### src/rtl/wave_capture.sv
// wave_capture: triggered capture of one 256-sample audio frame into the
// inactive half of a 512x8 ping-pong sample RAM, with the display half
// swapped only during vertical blanking.
//
// Ports:
//   clk               system clock, rising edge
//   reset             asynchronous active-low reset
//   new_sample_ready  one-cycle strobe qualifying new_sample_in
//   new_sample_in     signed two's-complement audio sample
//   wave_display_idle high during display vertical blanking
//   write_address     RAM write address {~read_index, count}
//   write_enable      one-cycle RAM write strobe
//   write_sample      offset-binary 8-bit sample
//   read_index        RAM half currently read by the display
module wave_capture #(
  parameter int unsigned SAMPLE_W = 16,
  parameter int unsigned TIMEOUT  = 1024
) (
  input  logic                clk,
  input  logic                reset,
  input  logic                new_sample_ready,
  input  logic [SAMPLE_W-1:0] new_sample_in,
  input  logic                wave_display_idle,
  output logic [8:0]          write_address,
  output logic                write_enable,
  output logic [7:0]          write_sample,
  output logic                read_index
);

  // Timeout counter only has to reach TIMEOUT-1.
  localparam int unsigned TCNT_W = (TIMEOUT > 1) ? $clog2(TIMEOUT) : 1;
  localparam logic [TCNT_W-1:0] TCNT_MAX = (TIMEOUT > 1) ? TCNT_W'(TIMEOUT - 1) : '0;

  typedef enum logic [1:0] {
    ST_ARMED  = 2'd0,
    ST_ACTIVE = 2'd1,
    ST_WAIT   = 2'd2
  } state_e;

  state_e            state_q;
  logic [7:0]        count_q;
  logic              prev_neg_q;   // only the sign of the previous sample matters
  logic [TCNT_W-1:0] tcnt_q;
  logic              idle_q;
  logic              rd_idx_q;
  logic              we_q;
  logic [8:0]        waddr_q;
  logic [7:0]        wdata_q;

  logic              crossing;
  logic              timed_out;
  logic              idle_rise;
  logic [7:0]        sample_ob;
  logic              unused_lsbs;

  // Negative-to-non-negative transition; zero counts as non-negative.
  assign crossing  = prev_neg_q & ~new_sample_in[SAMPLE_W-1];
  assign timed_out = (TIMEOUT != 0) && (tcnt_q == TCNT_MAX);
  assign idle_rise = wave_display_idle & ~idle_q;

  // Offset binary: flip the sign bit and keep the top 7 magnitude bits.
  assign sample_ob   = {~new_sample_in[SAMPLE_W-1], new_sample_in[SAMPLE_W-2 -: 7]};
  assign unused_lsbs = ^new_sample_in[SAMPLE_W-9:0];

  // Capture FSM with registered RAM write port.
  always_ff @(posedge clk or negedge reset) begin
    if (!reset) begin
      state_q    <= ST_ARMED;
      count_q    <= 8'd0;
      prev_neg_q <= 1'b0;
      tcnt_q     <= '0;
      idle_q     <= 1'b0;
      rd_idx_q   <= 1'b0;
      we_q       <= 1'b0;
      waddr_q    <= 9'd0;
      wdata_q    <= 8'd0;
    end else begin
      we_q   <= 1'b0;
      idle_q <= wave_display_idle;

      if (new_sample_ready) begin
        prev_neg_q <= new_sample_in[SAMPLE_W-1];
      end

      case (state_q)
        ST_ARMED: begin
          if (new_sample_ready) begin
            if (crossing || timed_out) begin
              // Triggering sample is the first sample of the frame.
              we_q    <= 1'b1;
              waddr_q <= {~rd_idx_q, 8'h00};
              wdata_q <= sample_ob;
              count_q <= 8'd1;
              state_q <= ST_ACTIVE;
            end else if (tcnt_q != TCNT_MAX) begin
              tcnt_q <= tcnt_q + TCNT_W'(1);
            end
          end
        end

        ST_ACTIVE: begin
          if (new_sample_ready) begin
            we_q    <= 1'b1;
            waddr_q <= {~rd_idx_q, count_q};
            wdata_q <= sample_ob;
            count_q <= count_q + 8'd1;
            if (count_q == 8'hFF) begin
              state_q <= ST_WAIT;
            end
          end
        end

        ST_WAIT: begin
          // Swap halves only on a fresh blanking edge, never mid-frame.
          if (idle_rise) begin
            rd_idx_q <= ~rd_idx_q;
            tcnt_q   <= '0;
            state_q  <= ST_ARMED;
          end
        end

        default: begin
          state_q <= ST_ARMED;
        end
      endcase
    end
  end

  assign write_address = waddr_q;
  assign write_enable  = we_q;
  assign write_sample  = wdata_q;
  assign read_index    = rd_idx_q;

endmodule

### config.mk
export PLATFORM = sky130hd
export DESIGN_NAME = wave_capture
export DESIGN_NICKNAME = d
export VERILOG_FILES = /design/src/rtl/wave_capture.sv
export SDC_FILE = /design/constraint.sdc
export NUM_CORES = 1
export LEC_CHECK = 0
export CORE_UTILIZATION = 45
export DETAILED_ROUTE_END_ITERATION = 8
export PLACE_DENSITY = 0.71
export SYNTH_ARGS = -nofsm -noshare
export SYNTH_HDL_FRONTEND = slang
export SYNTH_SLANG_ARGS = --single-unit
### constraint.sdc
create_clock -name clk -period 2.5 [get_ports clk]
set_input_delay 0.5 -clock clk [delete_from_list [all_inputs] [get_ports clk]]
set_output_delay 0.5 -clock clk [all_outputs]
set_load 0.02 [all_outputs]
# After elaboration in Yosys (flattened, before gate mapping)
# Cells that the tools add are included.
classes:
  n_shift: 0
  order_cmp: 0
  n_addsub: 2
  muxes: 27
  bitwise_logic: 5
  multipliers: 0
  div: 0
  reduce_logical: 8
  eq_ne: 12
op_table:
  columns: ["cell", "count"]
  rows:
  - ["$mux W8", 6]
  - ["$mux W10", 4]
  - ["$pmux W8 S2", 2]
  - ["$mux W9", 3]
  - ["$pmux W10 S2", 1]
  - ["$pmux W9 S2", 1]
  - ["$ne A2 B2 Y1 const B", 7]
  - ["$add A10 B1 Y10 const B", 1]
  - ["$eq A10 B10 Y1 const B", 1]
  - ["$mux W2", 5]
  - ["$ne A10 B10 Y1 const B", 1]
  - ["$reduce_and A5 Y1", 2]
  - ["$add A8 B1 Y8 const B", 1]
  - ["$eq A8 B8 Y1 const B", 1]
  - ["$pmux W2 S3", 1]
  - ["$reduce_and A4 Y1", 1]
  - ["$reduce_bool A2 Y1", 2]
  - ["$mux W1", 3]
  - ["$not A1 Y1", 3]
  - ["$and A1 B1 Y1", 2]
  - ["$eq A2 B1 Y1 const B", 1]
  - ["$eq A2 B2 Y1 const B", 1]
  - ["$logic_not A2 Y1", 1]
  - ["$pmux W1 S2", 1]
  - ["2 further kinds", 2]
word_totals:
  elab_cells: 63
  memories: 0
  latch_bits: 0
  reg_bits: 41
  mem_bits_rw: 0
  mem_bits_ro: 0
  output_inout_bits: 19
  in_bits: 20

# Longest topological paths before layout
# Gate-level depths: netlist of the first run.
logic_depth:
  depth_word: 6
  ltp_mapped: 6
  depth_no_buf: 5

# Least setup slack after synthesis of the first run
# OpenSTA, ideal clock, no wires.
synth_timing:
  path_kind: "reg2reg"
  from: "register tcnt_q[0]"
  to: "register count_q[2]"
  path_buffers: 1
  setup_time_ps: 126
  required_ps: 2374
  t_arrival_ps: 1668
  path_stages_with_launch: 7
  synth_period_minus_slack_ps: 1794
  setup_slack_ps: 706
  cell_sequence: "dfrtp_1 -> ha_1 -> nand3_4 -> o311ai_4 -> nand3b_4 -> buf_6 -> a221o_1"
synth_via:
  elab_chain_cells: 4
synth_lines:
  columns: ["element", "line_no", "rtl"]
  rows:
  - ["start: declaration", "43", "logic [TCNT_W-1:0] tcnt_q;"]
  - ["start signal: assignment", "96", "tcnt_q <= tcnt_q + TCNT_W'(1);"]
  - ["$eq A10 B10 Y1", "58", "assign timed_out = (TIMEOUT != 0) && (tcnt_q == TCNT_MAX);"]
  - ["$logic_or A1 B1 Y1", "88", "if (crossing || timed_out) begin"]
  - ["$ne A2 B2 Y1 (no line)", null, null]
  - ["$reduce_and A4 Y1 (no line)", null, null]
  - ["end signal: assignment", "106", "count_q <= count_q + 8'd1;"]
  - ["end: declaration", "41", "logic [7:0] count_q;"]
# Every way passes these cells.
# A chain may end at the register's enable or synchronous reset.

# Worst setup path in the final report of the first run
# Ends and elaborated chain as after synthesis.

==> metrics.md, run 1 <==
| Metric | Value |
|---|---|
| Run status | completed |
| Crit path from | tcnt_q[0] |
| DR iter-0 viols | 76 |
| Worst vdd ir | roughly 0.55 mV |
| Layout Cells excl Fill | 259 |
| Reg-to-reg setup timing slack | 0.44 ns |
| Antenna Diode Count | 0 |
| Core Region | about 0.0041 mm^2 |
| Largest net degree at the start of global routing | 42 |
| Post-synthesis sequential area ratio | 0.509 |
| Fraction of layout cells with a size suffix above 1 | 0.144 |
| Required @ worst endpoint | 2.68 ns |
| Layout area overhead | 21.7% |
| WL per Instance | 16.1 um |
| Largest area contributor in the synthesized netlist | dfrtp_1 |
| Vias in the first global route | between 1500 and 2000 |
| Worst-Margin Slew | 0.887 ns |
| Yosys warns | 0 |
| GR met1 Demand/Resource | 0.250 |
| Initial antenna violation count | 0 |
| Synth top area cells | dfrtp_1 51%, a22o_1 4.3%, mux2_2 3.9% |
| Clk_lat worst skew | 0.30 ns |
| DRC Markers | 0 |
| Die Wd | roughly 70 um |
| Placed Cells | roughly 250 |
| Post-synthesis net count | 196 |
| CTS tree | yes |
| FF-to-FF Start | tcnt_q[0] |
| Crit path to | count_q[2] |
| CP arrival | 2.24 ns |
| Via/cell ratio | 6.02 |
| Reg2Reg Depth | 5 |
| Tcrit/Tclk final | 0.825 |
| Pwr dens | 1080 mW/mm^2 |
| Antenna Violating Nets Remaining | 0 |
| Fin worst setup slack | about 0.44 ns |
| Tmin final | 2.06 ns |
| Die Y-Extent | 68.9 um |
| Root Buffer | clkbuf_8 |
| Fill cells | 359 |
| Most frequent cells in the layout | 41 x dfrtp_1, 29 x clkdlybuf4s50_1, 14 x nand2_1, 10 x a22o_1, 7 x mux2_2 |
| Clk sinks | 41 |
| Max Slew Vio Count | 0 |
| Post-synthesis sequential element count | between 40 and 50 |
| Met3 usage | 0.0526 |
| Max Clk Rate | around 490 MHz |
| Io pins | 39 |
| Total power | 2.64 mW |
| Hold_buf cts | 0 |
| Reg-to-Reg End | count_q[2] |
| Max-cap violation count | 0 |
| Type of origin of the critical path | register |
| Top-area cell type share of the netlist area | 0.509 |
| Async SR Flop Fraction | 1.00 |
| Die area | 0.00475 mm^2 |
| Commonest non-fill, non-tap cell in the layout | dfrtp_1 |
| Worst-path fanout max | 26 |
| First-pass GRT wire length | approximately 7 mm |
| Cell count after synthesis | ~170 |
| # H-tree levels | 2 |
| Min Hold Slack | 0.325 ns |
| Initial Utilization | 0.486 |
| EDFF count, synth | 0 |
| CP endpoint kind | register |
| Pre-CTS setup slack | 0.193 ns |
| Relative slew slack | 0.409 |
| Leakage | 1.03 nW |
| GR Util All Layers | 0.205 |
| Setup-failing EPs final | 0 |
| Most Crowded Layer GR | met2 |
| Total Routed Length | 4.17 mm |
| HP Class | input pin to async pin |
| Total global routing overflow | 0 |
| Final #Nets | 231 |
| Final Skew | 0.00655 ns |
| Worst setup path category | register to register |
| Post-cts resize count | 0 |
| Routed vias | 1558 |
| Main flop type after synthesis | dfrtp_1 |
| Setup Fix Bufs, Post-CTS | 0 |
| Count of cell types in the netlist | 51 |
| Synthesized area | roughly 0.0020 mm^2 |
| TritonRoute pass-1 iters | 5 |
| CTS buffer count | 5 |
| Clock slew at reported path FFs | 0.08 ns |
| Buffers on Ports | 30 |
| Final hold viol count | 0 |
| Placer congestion estimate | 0.851 |
| Unrepaired setup endpoints after global routing | false |
| GR Layer Usage met2 | 0.347 |
| Syn_area_per_cell | 11.6 um^2 |
| HPWL after detailed placement | 2.97 mm |
| Clock buffer depth | 2 |
| Setup TNS | 0 ns |
| Number of core rows | 23 |
cells by family after synthesis:
kind of cell	after synthesis	share of synthesized area
flops	41	0.509
simple gates	63	0.202
xor+xnor	1	0.00435
buf+inv	12	0.0329
mux	13	0.0696
compound gates	42	0.170
fa+ha+maj	2	0.0124
critical path: stages (launching register included):
cell	delay, ns
dfrtp_1	0.42
ha_1	0.29
nand3_4	0.14
o311ai_4	0.33
nand3b_4	0.31
a221o_1	0.44
layer usage:
layer  part of all wire  vias up
li1                   -      728
met3              0.037        9
met5                  0        -
met4              0.016        0
met1               0.45      777
met2               0.49       44
cell type report:
type,count,area (um^2),share of cell area
clock buffers,7,86.3,0.0352
inverters,4,15.0,0.00612
multi-input cells,121,922,0.376
flip-flops and latches,41,1030,0.418
well taps,50,62.6,0.0255
repair buffers,36,340,0.139
flip-flops by register name, indices dropped and copies added, names as in the netlist:
| signal | cells |
|---|---|
| count_q | 8 |
| idle_q | 1 |
| prev_neg_q | 1 |
| read_index | 1 |
| state_q | 2 |
| tcnt_q | 10 |
| write_address | 9 |
| write_enable | 1 |
| write_sample | 8 |
power breakdown:
group	total [mW]	leakage [nW]	switching, mW	internal, mW
sequential	1.13	0.483	0.237	0.893
combinational	1.07	0.506	0.525	0.547
clock	0.437	0.0443	0.218	0.219
stage by stage:
| step | utilization | area [um^2] |
|---|---|---|
| 2_1_floorplan | - | 2010 |
| 3_3_place_gp | 0.571 | 2370 |
| 3_5_place_dp | 0.571 | 2370 |
| 4_1_cts | 0.592 | 2450 |
| 5_1_grt | 0.592 | 2450 |
| 6_report | 0.592 | 2450 |
worst min-delay path by stage:
stage,from,endpoint,slack (ns),cells after the start
floorplan,reset,count_q[0],0.20,0
global placement,write_sample[6],write_sample[6],0.48,1
detailed placement,write_address[6],write_address[6],0.49,1
CTS,reset,state_q[0],0.35,1
global route,reset,write_address[4],0.40,1
finish,reset,state_q[0],0.33,1
Yosys cell counts, types with 3 or more instances:
library cell and count:
a21o_1 4, a21oi_1 3, a22o_1 10, and3_1 3
clkbuf_1 3, dfrtp_1 41, inv_1 4, mux2_2 7
mux2i_1 5, nand2_1 14, nand3_1 6, nor2b_1 4
nor3_1 6, nor4_1 4, o211ai_1 3, o21ai_0 5
o31ai_1 5, or2_2 3, or3_1 3
Power figures use the tool's default switching activity.
==> inputs of run 2 (changes only) <==
- clock period: 2.5 -> 1.97 ns (I/O delays scaled with it)
==> metrics.md, run 2 (synthesis gave the netlist of run 1 again) <==
| Metric | Value |
|---|---|
| Run status | completed |
| Root Buffer | clkbuf_8 |
| Worst vdd ir | 0.786 mV (+43%) |
| HPWL after detailed placement | 3.10 mm (+4.2%) |
| # H-tree levels | 2 (unchanged) |
| Antenna Violating Nets Remaining | 0 (unchanged) |
| Io pins | 39 (unchanged) |
| Layout area overhead | 28.3% |
| Layout Cells excl Fill | 270 (+4.2%) |
| Final #Nets | 241 (+4.3%) |
| Max-cap violation count | 0 (unchanged) |
| Die area | 0.00475 mm^2 (unchanged) |
| Via/cell ratio | 5.85 (-2.8%) |
| Worst-Margin Slew | 0.500 ns (-0.387 ns) |
| Hold_buf cts | 0 (unchanged) |
| Max Slew Vio Count | 0 (unchanged) |
| First-pass GRT wire length | 7.36 mm (+4.8%) |
| Commonest non-fill, non-tap cell in the layout | dfrtp_1 |
| Fin worst setup slack | 0.103 ns (-0.336 ns) |
| Fraction of layout cells with a size suffix above 1 | 0.195 (+0.0519) |
| Max reg flops | 10 (unchanged) |
| Total power | 3.57 mW (+35%) |
| CP arrival | 2.09 ns (-0.15 ns) |
| Total Routed Length | 4.29 mm (+2.8%) |
| Clk sinks | 41 (unchanged) |
| DRC Markers | 0 (unchanged) |
| Routed vias | 1579 (+1.3%) |
| Tmin final | 1.87 ns (-0.194 ns) |
| Unrepaired setup endpoints after global routing | false |
| Finished Core Util | 0.623 (+0.0317) |
| GR Util All Layers | 0.216 (+0.0112) |
| Setup-failing EPs final | 0 (unchanged) |
| Worst setup path category | register to register |
| Type of origin of the critical path | register |
| CP max stage cell | or4_1 |
| Min Hold Slack | 0.0500 ns (-0.275 ns) |
| Die Y-Extent | 68.9 um (unchanged) |
| Pwr dens | 1380 mW/mm^2 (+29%) |
| Leakage | 1.10 nW (+6.1%) |
| Number of core rows | 23 (unchanged) |
| Required @ worst endpoint | 2.19 ns (-0.49 ns) |
| Setup TNS | 0 ns (unchanged) |
| Tcrit/Tclk final | 0.948 (+0.123) |
| Worst-path fanout max | 5 (-81%) |
| Final instance area | 0.00258 mm^2 (+5.4%) |
| Largest net degree at the start of global routing | 23 (-45%) |
| Reg-to-reg setup timing slack | 0.10 ns (-0.34 ns) |
| CTS buffer count | 5 (unchanged) |
| Relative slew slack | 0.666 (+0.257) |
| Placer congestion estimate | 0.877 (+3.1%) |
| Most frequent cells in the layout | 41 x dfrtp_1, 29 x clkdlybuf4s50_1, 15 x buf_4, 14 x nand2_1, 10 x a22o_1 |
| Clock buffer depth | 2 (unchanged) |
| HP Class | input pin to async pin |
| Reg with most FFs | tcnt_q |
| Fill cells | 338 (-5.8%) |
| Total global routing overflow | 0 (unchanged) |
| WL per Instance | 15.9 um (-1.4%) |
| CTS tree | yes |
| Max Clk Rate | 536 MHz (+10%) |
| Final Skew | 0.00844 ns (+0.00189 ns) |
| CP endpoint kind | register |
| Placed Cells | 261 (+3.6%) |
| Crit path cell chain | ha_4, nand3_4, buf_4, or2_0, or4_1, a21oi_1 |
| Clock slew at reported path FFs | 0.08 ns (about the same) |
| Die Wd | 68.9 um (unchanged) |
| Clk_lat worst skew | 0.30 ns (about the same) |
| DR iter-0 viols | 75 (-1.3%) |
| Final hold viol count | 0 (unchanged) |
| Core Region | 0.00414 mm^2 (unchanged) |
| Buffers on Ports | 30 (unchanged) |
| Antenna Diode Count | 0 (unchanged) |
| Initial antenna violation count | 0 (unchanged) |
| Placed cell areas | 0.00245 mm^2 (+3.4%) |
| Initial Utilization | 0.486 (unchanged) |
| Pre-CTS setup slack | -0.143 ns (-0.335 ns) |
| TritonRoute pass-1 iters | 5 (unchanged) |
| Vias in the first global route | 1540 (+0.79%) |
| Max incr delay on CP | 0.51 ns (+0.07 ns) |
-- run 2: cell count changes in the layout (fill, tap and decap cells not counted) --
cell	before	now
ha_1	2	1
ha_4	0	1
nor4b_2	0	1
buf_4	6	15
buf_12	0	1
clkbuf_8	6	5
nor4b_1	2	1
clkinv_4	0	1
bufinv_16	0	1
-- run 2: final cells by class --
cell class              instances  area [um^2]  share of cell area
clock buffers                   6         72.6              0.0281
inverters                       4         15.0             0.00581
clock inverters                 2         38.8              0.0150
well taps                      50         62.6              0.0242
multi-input cells             121          941               0.364
repair buffers                 46          428               0.166
flip-flops and latches         41         1030               0.397
-- run 2: path summary, 6_finish.rpt --
path / cells past startpoint / end / startpoint
setup / recovery: 6 / tcnt_q[8] / tcnt_q[1]
hold / removal: 1 / write_address[4] / reset
setup reg to reg: 6 / tcnt_q[8] / tcnt_q[1]
hold reg to reg: 1 / write_address[8] / read_index
max in group asynchronous: 2 / read_index / reset
min in group clk: 1 / write_address[8] / read_index
-- run 2: worst max-delay path, delay by kind of cell (launching register included) --
kind / cells / cell delay [ns]
and+or+nand+nor: 3 / 0.83
DFF: 1 / 0.45
adders and majority gates: 1 / 0.20
buffers and inverters: 1 / 0.17
AOI/OAI and AO/OA: 1 / 0.15
-- run 2: timing repair --
action,CTS,global route
endpoints found under the hold margin,0,0
gates resized for setup,0,3
buffers inserted,0,1
setup endpoints to repair,0,12
-- run 2: where the power goes --
part	internal, mW	leakage [nW]	switching [mW]
sequential	1.13	0.483	0.299
combinational	0.773	0.558	0.690
clock	0.380	0.0554	0.298
total	2.29	1.10	1.29
-- run 2: layer usage --
layer  part of all wire  GRT usage  wire [um]  vias up
li1                   -          -          -      751
met1               0.48      0.282       2040      786
met2               0.48      0.347       2070       38
met3              0.030     0.0444        130        4
met4              0.011     0.0918         48        0
met5                  0          0          0        -
